## src/rtl/pb_pkg.sv

```systemverilog
// Shared types and elaboration helpers for the push-button debounce bank.
package pb_pkg;

  // Filter state; the debounced level is the state itself.
  typedef enum logic {
    IDLE_RELEASED = 1'b0,
    IDLE_PRESSED  = 1'b1
  } pb_state_e;

  function automatic int cnt_width(input int max_val);
    return (max_val < 1) ? 1 : $clog2(max_val + 1);
  endfunction

  function automatic bit params_ok(input int channels, input int tick_div,
                                   input int stable_ticks, input int repeat_delay,
                                   input int repeat_rate);
    return (channels >= 1) && (tick_div >= 2) && (stable_ticks >= 1) &&
           (repeat_delay >= 1) && (repeat_rate >= 1);
  endfunction

endpackage

```

## src/rtl/pb_debounce_cell.sv

```systemverilog
// One button channel: 2-flop synchroniser, tick-qualified stability filter,
// registered press/release strobes and optional auto-repeat.
module pb_debounce_cell
  import pb_pkg::*;
#(
  parameter int ACTIVE_LOW   = 1,
  parameter int STABLE_TICKS = 20,
  parameter int REPEAT_EN    = 0,
  parameter int REPEAT_DELAY = 500,
  parameter int REPEAT_RATE  = 100
) (
  input  logic clk,
  input  logic rst,
  input  logic tick,
  input  logic pb_raw,
  output logic pb_level,
  output logic pb_press,
  output logic pb_release
);

  localparam logic POL = (ACTIVE_LOW != 0);
  localparam int SW = cnt_width(STABLE_TICKS - 1);
  localparam logic [SW-1:0] STABLE_LAST = SW'(STABLE_TICKS - 1);

  logic          sync1;
  logic          s;
  pb_state_e     state;
  pb_state_e     state_next;
  logic [SW-1:0] cnt;
  logic [SW-1:0] cnt_next;
  logic          pressed;
  logic          accept;
  logic          rpt_fire;
  logic          press_next;
  logic          release_next;

  assign pressed = (state == IDLE_PRESSED);

  always_ff @(posedge clk) begin
    if (!rst) begin
      sync1      <= 1'b0;
      s          <= 1'b0;
      state      <= IDLE_RELEASED;
      cnt        <= '0;
      pb_press   <= 1'b0;
      pb_release <= 1'b0;
    end else begin
      sync1      <= pb_raw ^ POL;
      s          <= sync1;
      state      <= state_next;
      cnt        <= cnt_next;
      pb_press   <= press_next;
      pb_release <= release_next;
    end
  end

  // Any cycle where the synchronised input agrees with the level restarts qualification.
  always_comb begin
    state_next = state;
    cnt_next   = cnt;
    accept     = 1'b0;
    if (s == pressed) begin
      cnt_next = '0;
    end else if (tick) begin
      if (cnt == STABLE_LAST) begin
        accept     = 1'b1;
        cnt_next   = '0;
        state_next = s ? IDLE_PRESSED : IDLE_RELEASED;
      end else begin
        cnt_next = cnt + 1'b1;
      end
    end
  end

  always_comb begin
    pb_level     = pressed;
    press_next   = (accept && (state_next == IDLE_PRESSED)) || rpt_fire;
    release_next = accept && (state_next == IDLE_RELEASED);
  end

  if (REPEAT_EN != 0) begin : g_rpt
    localparam int RMAX = (REPEAT_DELAY > REPEAT_RATE) ? REPEAT_DELAY : REPEAT_RATE;
    localparam int RW = cnt_width(RMAX - 1);

    logic [RW-1:0] rpt_cnt;
    logic [RW-1:0] rpt_last;
    logic          rpt_phase;

    // First period is the initial delay, every later one the repeat rate.
    assign rpt_last = rpt_phase ? RW'(REPEAT_RATE - 1) : RW'(REPEAT_DELAY - 1);
    // A release accepted on the same tick wins over the repeat.
    assign rpt_fire = tick && pressed && !accept && (rpt_cnt == rpt_last);

    always_ff @(posedge clk) begin
      if (!rst || !pressed || accept) begin
        rpt_cnt   <= '0;
        rpt_phase <= 1'b0;
      end else if (tick) begin
        if (rpt_fire) begin
          rpt_cnt   <= '0;
          rpt_phase <= 1'b1;
        end else begin
          rpt_cnt <= rpt_cnt + 1'b1;
        end
      end
    end
  end else begin : g_no_rpt
    assign rpt_fire = 1'b0;
  end

endmodule

```

## src/rtl/pb_debounce_bank.sv

```systemverilog
// Multi-channel push-button conditioner: shared debounce tick generator
// feeding one independent debounce cell per channel.
module pb_debounce_bank
  import pb_pkg::*;
#(
  parameter int CHANNELS     = 4,
  parameter int ACTIVE_LOW   = 1,
  parameter int TICK_DIV     = 50000,
  parameter int STABLE_TICKS = 20,
  parameter int REPEAT_EN    = 0,
  parameter int REPEAT_DELAY = 500,
  parameter int REPEAT_RATE  = 100
) (
  input  logic                clk,
  input  logic                rst,
  input  logic [CHANNELS-1:0] pb_in,
  output logic [CHANNELS-1:0] pb_level,
  output logic [CHANNELS-1:0] pb_press,
  output logic [CHANNELS-1:0] pb_release
);

  localparam int TW = cnt_width(TICK_DIV - 1);
  localparam logic [TW-1:0] TICK_LAST = TW'(TICK_DIV - 1);

  if (!params_ok(CHANNELS, TICK_DIV, STABLE_TICKS, REPEAT_DELAY, REPEAT_RATE)) begin : g_bad_params
    $error("pb_debounce_bank: illegal parameter set");
  end

  logic [TW-1:0] tick_cnt;
  logic          tick;

  assign tick = (tick_cnt == TICK_LAST);

  always_ff @(posedge clk) begin
    if (!rst || tick) begin
      tick_cnt <= '0;
    end else begin
      tick_cnt <= tick_cnt + 1'b1;
    end
  end

  for (genvar i = 0; i < CHANNELS; i++) begin : g_ch
    pb_debounce_cell #(
      .ACTIVE_LOW  (ACTIVE_LOW),
      .STABLE_TICKS(STABLE_TICKS),
      .REPEAT_EN   (REPEAT_EN),
      .REPEAT_DELAY(REPEAT_DELAY),
      .REPEAT_RATE (REPEAT_RATE)
    ) u_cell (
      .clk       (clk),
      .rst       (rst),
      .tick      (tick),
      .pb_raw    (pb_in[i]),
      .pb_level  (pb_level[i]),
      .pb_press  (pb_press[i]),
      .pb_release(pb_release[i])
    );
  end

endmodule
```

## config.mk

```make
export PLATFORM = sky130hd
export DESIGN_NAME = pb_debounce_bank
export DESIGN_NICKNAME = d
export VERILOG_FILES = /design/src/rtl/pb_pkg.sv /design/src/rtl/pb_debounce_cell.sv /design/src/rtl/pb_debounce_bank.sv
export SDC_FILE = /design/constraint.sdc
export NUM_CORES = 1
export LEC_CHECK = 0
export BUFFER_PORTS_ARGS = -buffer_cell sky130_fd_sc_hd__buf_2
export CORE_MARGIN = 4
export CORE_UTILIZATION = 40
export CTS_CLUSTER_DIAMETER = 200
export DETAILED_ROUTE_END_ITERATION = 8
export SYNTH_ARGS = -nofsm -noshare
export SYNTH_HDL_FRONTEND = slang
export SYNTH_SLANG_ARGS = --single-unit
```

## constraint.sdc

```tcl
create_clock -name clk -period 2.2 [get_ports clk]
set_input_delay 0.22 -clock clk [delete_from_list [all_inputs] [get_ports clk]]
set_output_delay 0.22 -clock clk [all_outputs]
set_load 0.05 [all_outputs]
```

==> results of run 1 <==
-- path summary, 6_finish.rpt --
path / from / to / depth (start not counted)
max: tick_cnt[13] / g_ch[2].u_cell.cnt[0] / 4
min: pb_in[0] / g_ch[0].u_cell.sync1 / 2
max reg2reg: tick_cnt[13] / g_ch[2].u_cell.cnt[0] / 4
min reg2reg: g_ch[3].u_cell.sync1 / g_ch[3].u_cell.s / 1
-- final cells by class --
cell class	instances	area share (%)
Multi-Input combinational cell	199	44.1
Sequential cell	56	40.2
Timing Repair Buffer	38	8.71
Tap cell	75	3.37
Clock buffer	5	2.47
Inverter	5	0.674
Clock inverter	2	0.449
-- report_power, final --
part | leakage (nW) | total (mW) | internal [mW] | switching [mW]
Clock | 0.0400 | 0.536 | 0.217 | 0.319
Combinational | 0.466 | 0.0382 | 0.0156 | 0.0226
Sequential | 0.453 | 1.03 | 1.02 | 0.00984
Total | 0.959 | 1.61 | 1.26 | 0.352
-- layout by cell type (no fill, tap or decap), drive strengths merged, types with 3 or more instances in the layout --
cell type / synthesis / final
inv: 5 / 5
and4: 3 / 3
nor3: 5 / 5
dfxtp: 56 / 56
and2: 7 / 7
or4: 3 / 3
nor2: 31 / 31
clkbuf: 5 / 5
nand2b: 4 / 4
xnor2: 13 / 13
xor2: 5 / 5
nand3: 14 / 14
a21oi: 19 / 19
ha: 5 / 5
a31oi: 4 / 4
o21ai: 7 / 7
buf: 16 / 38
nand4: 7 / 7
or3: 8 / 8
nor4bb: 4 / 4
nand2: 28 / 28
nor4: 12 / 12
nand3b: 9 / 9
mux2i: 5 / 5
-- cell families (layout without fill, tap and decap cells) --
kind of cell / Yosys count / count (layout) / synth area share (%)
AND/OR/NAND/NOR: 141 / 141 / 31.9
buffers and inverters: 26 / 50 / 6.61
AO/OA/AOI/OAI: 30 / 30 / 6.17
adder cells (fa/ha/maj): 5 / 5 / 2.49
XOR/XNOR: 18 / 18 / 6.27
multiplexers: 5 / 5 / 1.99
flip-flops: 56 / 56 / 44.6
-- worst max-delay path: stages (launching register included) --
cell	delay, ns
dfxtp_1	0.34
or4_1	0.57
or4_4	0.59
or3_1	0.36
a21oi_1	0.15
-- routing by layer --
layer	GRT usage, %	part of all wire, %	vias to the layer above	wire, um
met2	22.5	46	20	2200
met1	16.8	50	915	2360
met3	2.84	2.6	4	125
met5	0	0	-	0
li1	-	-	1014	-
met4	5.58	1.1	0	53
-- flip-flops by register name, indices dropped and copies added, names as in the netlist --
register and cells:
g_ch.u_cell.pb_press 4, g_ch.u_cell.sync1 4, g_ch.u_cell.s 4, g_ch.u_cell.pb_level 4
g_ch.u_cell.pb_release 4, g_ch.u_cell.cnt 20, tick_cnt 16
-- per-stage QoR --
step / worst slack [ns] / power, mW / cell area, um2 / instances / hold slack, ns
after floorplan: 0.116 / 1.08 / 2520 / 281 / 0.287
after global placement: 0.109 / 1.10 / 2710 / 373 / 0.372
after detailed placement: 0.0623 / 1.10 / 2710 / 373 / 0.377
after CTS: 0.0592 / 1.63 / 2790 / 380 / 0.0361
after global routing: 0.0146 / 1.69 / 2790 / 380 / 0.0391
final: 0.113 / 1.61 / 2790 / 380 / 0.0471
==> results.md, run 1 <==
- # H-tree levels: 2
- Min-delay worst type: input pin to flip-flop
- Final min period: 2.09 ns
- Hold Vio Cnt, Final: 0
- Critical Path RT: 2.43 ns
- PortBufs: 17
- Largest net degree at the start of global routing: 17
- Drt pass-1 iters: 4
- Vias in the first global route: 1869
- CTS tree: yes
- DRT iter0 DRCs: 72
- Residual DRC count: 0
- Root Buffer: clkbuf_8
- Bufs on Longest Clock Path: 2
- Top cell type's share of synthesized area: 44.6%
- Syn Inst Count: 281
- Site Rows: 28
- Final period util: 94.9%
- Mean Syn Cell Area: 8.95 um2
- Warnings, synthesis: 0
- Status: completed
- Sequential-to-total area share from yosys stat: 44.6%
- GRT overflow: 0
- Net Count, Synth: 292
- WL final: 4.74 mm
- WL per Instance: 12.5 um
- Cell Area, Synth: 2520 um2
- Final setup violation count: 0
- Ys async rst share: 0%
- Crit. End Element: flip-flop
- Die width: 87.3 um
- Yosys reg bits: 56
- Fin util: 46.2%
- Area Overhead vs Synth: 10.7%
- Fraction of layout cells with a size suffix above 1: 16.1%
- Boundary pin count: 18
- Synth top cells by count: dfxtp_1, nor2_1, nand2_1
- Antenna-violating nets left: 0
- Slew @ Worst Pin: 0.669 ns
- Post-synth top area cell: dfxtp_1
- Worst R2R Setup Slack: 0.11 ns
- Cell variety after synth: 35
- CTS clk-pin slew, worst paths: 0.10 ns
- Cell with the most instances after synthesis: dfxtp_1
- Core ar.: 6030 um2
- Max Clock Freq: 479 MHz
- Sequential cell area: 1120 um2
- Crit start category: flip-flop
- Fill cells: 588
- Final Skew: 0.0123 ns
- Sinks on Clock Net: 56
- Vias per cell: 5.14
- Synth top area cells: dfxtp_1, nor2_1, xnor2_1, nand2_1, buf_4
- Clk_lat worst skew: 0.31 ns
- Largest fanout on the critical path: 6
- Final nets: 316
- Post-CTS setup buffer count: 0
- Total GRT Usage: 13.5%
- Number of diodes: 0
- Unrepaired setup endpoints after global routing: no
- First-pass GRT wire length: 8.28 mm
- Pwr dens: 577 nW/um2
- Max_cap viols: 0
- Post-synth EDFFs: 0
- Initial antenna violation count: 0
- Max-Slew Margin vs Limit: 54.8%
- Most used DFF post-synth: dfxtp_1
- Die Area: 7620 um2
- Starting Density: 41.8%
- Kind of critical path: flip-flop to flip-flop
- PostCTS Resize Cnt: 0
- Inserted Clock Buffers: 5
- LEAKAGE: 0.959 nW
- VDD IR max: 320 uV
- DPL Wire Length: 3.47 mm
- Worst EP arrival: 2.31 ns
- RePlAce Congestion: 0.774
- Area of the multi-input gates: 1230 um2
- Setup_tns: 0 ns
- Max Slew Vio Count: 0
- Die H: 87.3 um
- CTS Hold Bufs: 0
- Vias: 1953
Power figures use the tool's default switching activity.
==> run 2, diff against run 1 <==
==> constraint.sdc (replaced) <==
create_clock -name clk -period 2.2 [get_ports clk]
set_input_delay 0.11 -clock clk [delete_from_list [all_inputs] [get_ports clk]]
set_output_delay 0.11 -clock clk [all_outputs]
set_load 0.05 [all_outputs]
==> results.md, run 2 (synthesis results as in run 1) <==
- Status: completed
- Die Area: 7620 um2
- HP Start: rst
- PostCTS Resize Cnt: 0
- Crit. Startpoint: tick_cnt[13]
- Critical Path Slowest Stage Cell: or4_4
- Boundary pin count: 18
- Final Skew: 0.0113 ns
- Crit-path cells: or4_1 > or4_4 > or3_1 > a21oi_1
- Antenna-violating nets left: 0
- Die H: 87.3 um
- Max Slew Vio Count: 0
- First-pass GRT wire length: 8.41 mm
- Post-CTS setup buffer count: 0
- RePlAce Congestion: 0.774
- Slew @ Worst Pin: 0.641 ns
- DRT iter0 DRCs: 70
- Worst EP arrival: 2.31 ns
- WL final: 4.76 mm
- Final nets: 320
- Kind of critical path: flip-flop to flip-flop
- Critical Path RT: 2.43 ns
- Final min period: 2.08 ns
- Fill cells: 585
- Top reg by flops: g_ch.u_cell.cnt
- Reg-to-reg startpoint: tick_cnt[13]
- Area Overhead vs Synth: 12.3%
- Dpl cells: 373
- Root Buffer: clkbuf_8
- Initial antenna violation count: 0
- Core ar.: 6030 um2
- WL per Instance: 12.4 um
- Starting Density: 41.8%
- PortBufs: 17
- Most frequent cells in the layout: dfxtp_1, nor2_1, nand2_1
- Largest net degree at the start of global routing: 17
- Unrepaired setup endpoints after global routing: no
- Final setup violation count: 0
- Non-Filler Instances: 384
- LEAKAGE: 0.976 nW
- Vias per cell: 5.10
- Max Clock Freq: 480 MHz
- Vias: 1959
- Clk_lat worst skew: 0.31 ns
- Max-Slew Margin vs Limit: 56.7%
- Site Rows: 28
- CTS tree: yes
- Hold Vio Cnt, Final: 0
- Max_cap viols: 0
- Final period util: 94.7%
- WL met2: 2.20 mm
- Met3 WL post-DR: 141 um
- GRT overflow: 0
- Largest stage delay, worst path: 0.59 ns
- Highest metal used: met4
- Total GRT Usage: 13.7%
- DP Area: 2710 um2
- Drt pass-1 iters: 4
- # H-tree levels: 2
- Final instance area: 2830 um2
- Inserted Clock Buffers: 5
- Top flop regs: g_ch.u_cell.cnt: 20 flops, tick_cnt: 16 flops
- Setup_tns: 0 ns
- Max FFs per register: 20
- Bufs on Longest Clock Path: 2
- Residual DRC count: 0
- Crit start category: flip-flop
- Commonest non-fill, non-tap cell in the layout: dfxtp_1
- Largest fanout on the critical path: 6
- Min-delay worst type: input pin to flip-flop
- Number of diodes: 0
- Pwr dens: 571 nW/um2
- Crit. End Element: flip-flop
- Vias in the first global route: 1900
- DPL Wire Length: 3.47 mm
- Sinks on Clock Net: 56
- Fraction of layout cells with a size suffix above 1: 15.9%
- Die width: 87.3 um
- M1 wire length: 2.34 mm
- CTS clk-pin slew, worst paths: 0.10 ns
- VDD IR max: 320 uV
-- run 2: cell types whose count changed in the layout (fill, tap and decap cells not counted) --
cell and change:
dlygate4sd3_1 +4
-- run 2: final cells by class --
class	instances	area [um2]	share of cell area, %
clock inverter	2	12.5	0.443
multi-input combinational	199	1230	43.5
tap	75	93.8	3.32
timing repair buffer	42	283	10.0
inverter	5	18.8	0.664
sequential	56	1120	39.7
clock buffer	5	68.8	2.43
-- run 2: worst max-delay path: cells and delay by family, from the launching register on --
kind / cells / cell delay, ns
flip-flops: 1 / 0.34
AND/OR/NAND/NOR: 3 / 1.52
AO/OA/AOI/OAI: 1 / 0.16
-- run 2: metal layers --
metal / global-route usage, % / vias up
met4: 5.58 / 0
li1: - / 1024
met5: 0 / -
met2: 22.8 / 17
met1: 17.0 / 911
met3: 2.84 / 7
-- run 2: path summary, 6_finish.rpt --
kind                                                 to  depth (start not counted)  slack (ns)
worst min register to register         g_ch[3].u_cell.s                          1        0.44
worst max register to register    g_ch[2].u_cell.cnt[0]                          4        0.12
worst max-delay path              g_ch[2].u_cell.cnt[0]                          4        0.12
worst min-delay path            g_ch[0].u_cell.pb_level                          3        0.19
-- run 2: where the power goes --
| part | switching [mW] | total (mW) | internal [mW] |
|---|---|---|---|
| Sequential | 0.00961 | 1.03 | 1.02 |
| Clock | 0.321 | 0.537 | 0.216 |
| Combinational | 0.0232 | 0.0435 | 0.0202 |
-- run 2: through the flow --
step / total power, mW / hold WS (ns) / utilization, % / worst slack, ns
after floorplan: 1.08 / 0.177 / - / 0.116
after global placement: 1.10 / 0.262 / 44.9 / 0.109
after detailed placement: 1.10 / 0.267 / 44.9 / 0.0623
after CTS: 1.63 / 0.186 / 46.9 / 0.0592
after global routing: 1.69 / 0.209 / 46.9 / 0.0146
final: 1.61 / 0.188 / 46.9 / 0.116
-- run 2: repair_timing --
item	in CTS	in global routing
hold endpoints to repair	4	0
hold buffers	4	0
setup endpoints to repair	0	4
==> run 3, diff against run 2 <==
--- a/config.mk
+++ b/config.mk
@@ -6,10 +6,10 @@
 export NUM_CORES = 1
 export LEC_CHECK = 0
 export BUFFER_PORTS_ARGS = -buffer_cell sky130_fd_sc_hd__buf_2
-export CORE_MARGIN = 4
 export CORE_UTILIZATION = 40
 export CTS_CLUSTER_DIAMETER = 200
 export DETAILED_ROUTE_END_ITERATION = 8
 export SYNTH_ARGS = -nofsm -noshare
 export SYNTH_HDL_FRONTEND = slang
+export SYNTH_HIERARCHICAL = 1
 export SYNTH_SLANG_ARGS = --single-unit
==> results.md, run 3 <==
- CP top delay family: simple AND/OR/NAND/NOR gates
- Final setup violation count: 0
- Largest stage delay, worst path: 0.40 ns
- First-pass GRT wire length: 7.00 mm
- Clk_lat worst skew: 0.31 ns
- DRT iter0 DRCs: 55
- Worst EP arrival: 2.27 ns
- PortBufs: 17
- Initial antenna violation count: 0
- VDD IR max: 391 uV
- Met3 Track Usage GR: 3.09%
- Pwr dens: 607 nW/um2
- Crit-path cells: ha_1 > and3_1 > nand4_2 > inv_1 > buf_12 > nand2_2 > nor3b_4 > and4_1
- Top flop regs: g_ch.u_cell/cnt: 20 flops, tick_cnt: 16 flops
- Worst R2R Setup Slack: 0.18 ns
- Crit. End Element: flip-flop
- M2 GR Usage: 22.1%
- Synth top cells by count: dfxtp_1, nor2_1, nor3_1
- Final nets: 266
- Seq pwr share: 62.8%
- Root Buffer: clkbuf_8
- Internal power of the cells: 1.29 mW
- Ys async rst share: 0%
- Sinks on Clock Net: 56
- Largest net degree at the start of global routing: 28
- Psw: 0.353 mW
- GRT overflow: 0
- LEAKAGE: 0.991 nW
- Kind of critical path: flip-flop to flip-flop
- WP buf/inv: 2
- Cell variety after synth: 30
- Status: completed
- Layer with the highest usage: met2
- Max Clock Freq: 496 MHz
- Post-synth top area cell: dfxtp_1
- Critical Path RT: 2.46 ns
- Die width: 79.4 um
- Switching Fraction: 21.4%
- Max_cap viols: 0
- Inserted Clock Buffers: 5
- Post-synth EDFFs: 0
- Final Skew: 0.00468 ns
- Slew @ Worst Pin: 0.409 ns
- Cell Area, Synth: 2400 um2
- Most frequent cells in the layout: dfxtp_1, nor2_1, buf_2
- Final min period: 2.02 ns
- Site Rows: 27
- Total GRT Usage: 14.4%
- Warnings, synthesis: 6
- Post-CTS setup buffer count: 0
- WL final: 3.85 mm
- Core ar.: 5640 um2
- Final period util: 91.7%
- Cell with the most instances after synthesis: dfxtp_1
- Sequential-to-total area share from yosys stat: 46.8%
- Setup_tns: 0 ns
- Min-delay worst type: input pin to flip-flop
- Largest fanout on the critical path: 20
- Clock share of power: 34.8%
- Antenna-violating nets left: 0
- RePlAce Congestion: 0.783
- Die H: 79.4 um
- Commonest non-fill, non-tap cell in the layout: dfxtp_1
- Hold Slack: 0.250 ns
- Yosys reg bits: 56
- Bufs on Longest Clock Path: 2
- Residual DRC count: 0
- Die Area: 6300 um2
- Fraction of layout cells with a size suffix above 1: 22.3%
- CTS tree: yes
- Max FFs per register: 20
- Vias in the first global route: 1609
- Top cell type's share of synthesized area: 46.8%
- Area Overhead vs Synth: 13.2%
- Global Route met1 Usage: 18.8%
- Top reg by flops: g_ch.u_cell/cnt
- Starting Density: 42.5%
- Syn Inst Count: 227
- Drt pass-1 iters: 4
- Most used DFF post-synth: dfxtp_1
- Boundary pin count: 18
- Max Slew Vio Count: 0
- Comb pwr share: 2.4%
- Hold Vio Cnt, Final: 0
- Vias per cell: 4.91
- DPL Wire Length: 2.60 mm
- CTS clk-pin slew, worst paths: 0.09 ns
- Mean Syn Cell Area: 10.6 um2
- Synth top area cells: dfxtp_1, xnor2_1, xor2_1, mux2i_1, nor3_1
- Max-Slew Margin vs Limit: 72.7%
- Net Count, Synth: 238
- Vias: 1611
- Crit start category: flip-flop
- Number of diodes: 0
- # H-tree levels: 2
- Unrepaired setup endpoints after global routing: no
- WL per Instance: 11.7 um
- Critical Path Slowest Stage Cell: dfxtp_1
==> run 3: path summary, 6_finish.rpt <==
path	depth (start not counted)	end	start
max	8	g_ch[1].u_cell/pb_press	tick_cnt[0]
min	3	g_ch[2].u_cell/pb_level	rst
max reg2reg	8	g_ch[1].u_cell/pb_press	tick_cnt[0]
min reg2reg	1	g_ch[2].u_cell/s	g_ch[2].u_cell/sync1
==> run 3: kinds of logic (layout without fill, tap and decap cells) <==
| family | count (synthesis) | count (layout) | share of synthesized area [%] |
|---|---|---|---|
| multiplexers | 8 | 8 | 3.34 |
| AO/OA/AOI/OAI | 12 | 12 | 2.51 |
| AND/OR/NAND/NOR | 111 | 111 | 32.7 |
| buffers and inverters | 5 | 34 | 1.10 |
| XOR/XNOR | 30 | 30 | 11.0 |
| adder cells (fa/ha/maj) | 5 | 5 | 2.61 |
| flip-flops | 56 | 56 | 46.8 |
==> run 3: repair_timing <==
action                                 CTS  global route
hold buffers                             4             0
endpoints found under the hold margin    4             0
gates resized for setup                  0             0
==> run 3: stage by stage <==
step                      total power [mW]  instances  utilization, %  cell area (um2)  setup WS [ns]
after floorplan                       1.08        227               -             2400          0.107
after global placement                1.09        316            45.7             2580          0.270
after detailed placement              1.09        316            45.7             2580          0.196
after CTS                             1.68        328            48.1             2710          0.174
after global routing                  1.72        328            48.1             2710         0.0327
final                                 1.65        328            48.1             2710          0.184
==> run 3: metal layers <==
| metal | vias up | share of wire (%) |
|---|---|---|
| li1 | 840 | - |
| met1 | 743 | 53 |
| met2 | 21 | 42 |
| met3 | 7 | 2.4 |
| met4 | 0 | 2.2 |
| met5 | - | 0 |
==> run 3: worst register-to-register path: stages, from the launching register on <==
cell	delay, ns
dfxtp_1	0.40
ha_1	0.23
and3_1	0.25
nand4_2	0.15
inv_1	0.12
buf_12	0.17
nand2_2	0.10
nor3b_4	0.31
and4_1	0.22
==> run 3: power by group through the flow <==
stage / Combinational [mW] / Clock, mW / Sequential [mW]
final: 0.0393 / 0.573 / 1.03
after global routing: 0.0451 / 0.643 / 1.04
after CTS: 0.0402 / 0.604 / 1.03
after detailed placement: 0.0343 / 0 / 1.06
after global placement: 0.0354 / 0 / 1.06
after floorplan: 0.0213 / 0 / 1.06
==> run 3: layout make-up <==
type                            instances  area, um2
Inverter                                4       15.0
Timing Repair Buffer                   22        145
Clock inverter                          2       10.0
Tap cell                               72       90.1
Fill cell                             535       2930
Sequential cell                        56       1120
Multi-Input combinational cell        166       1250
Clock buffer                            6       82.6
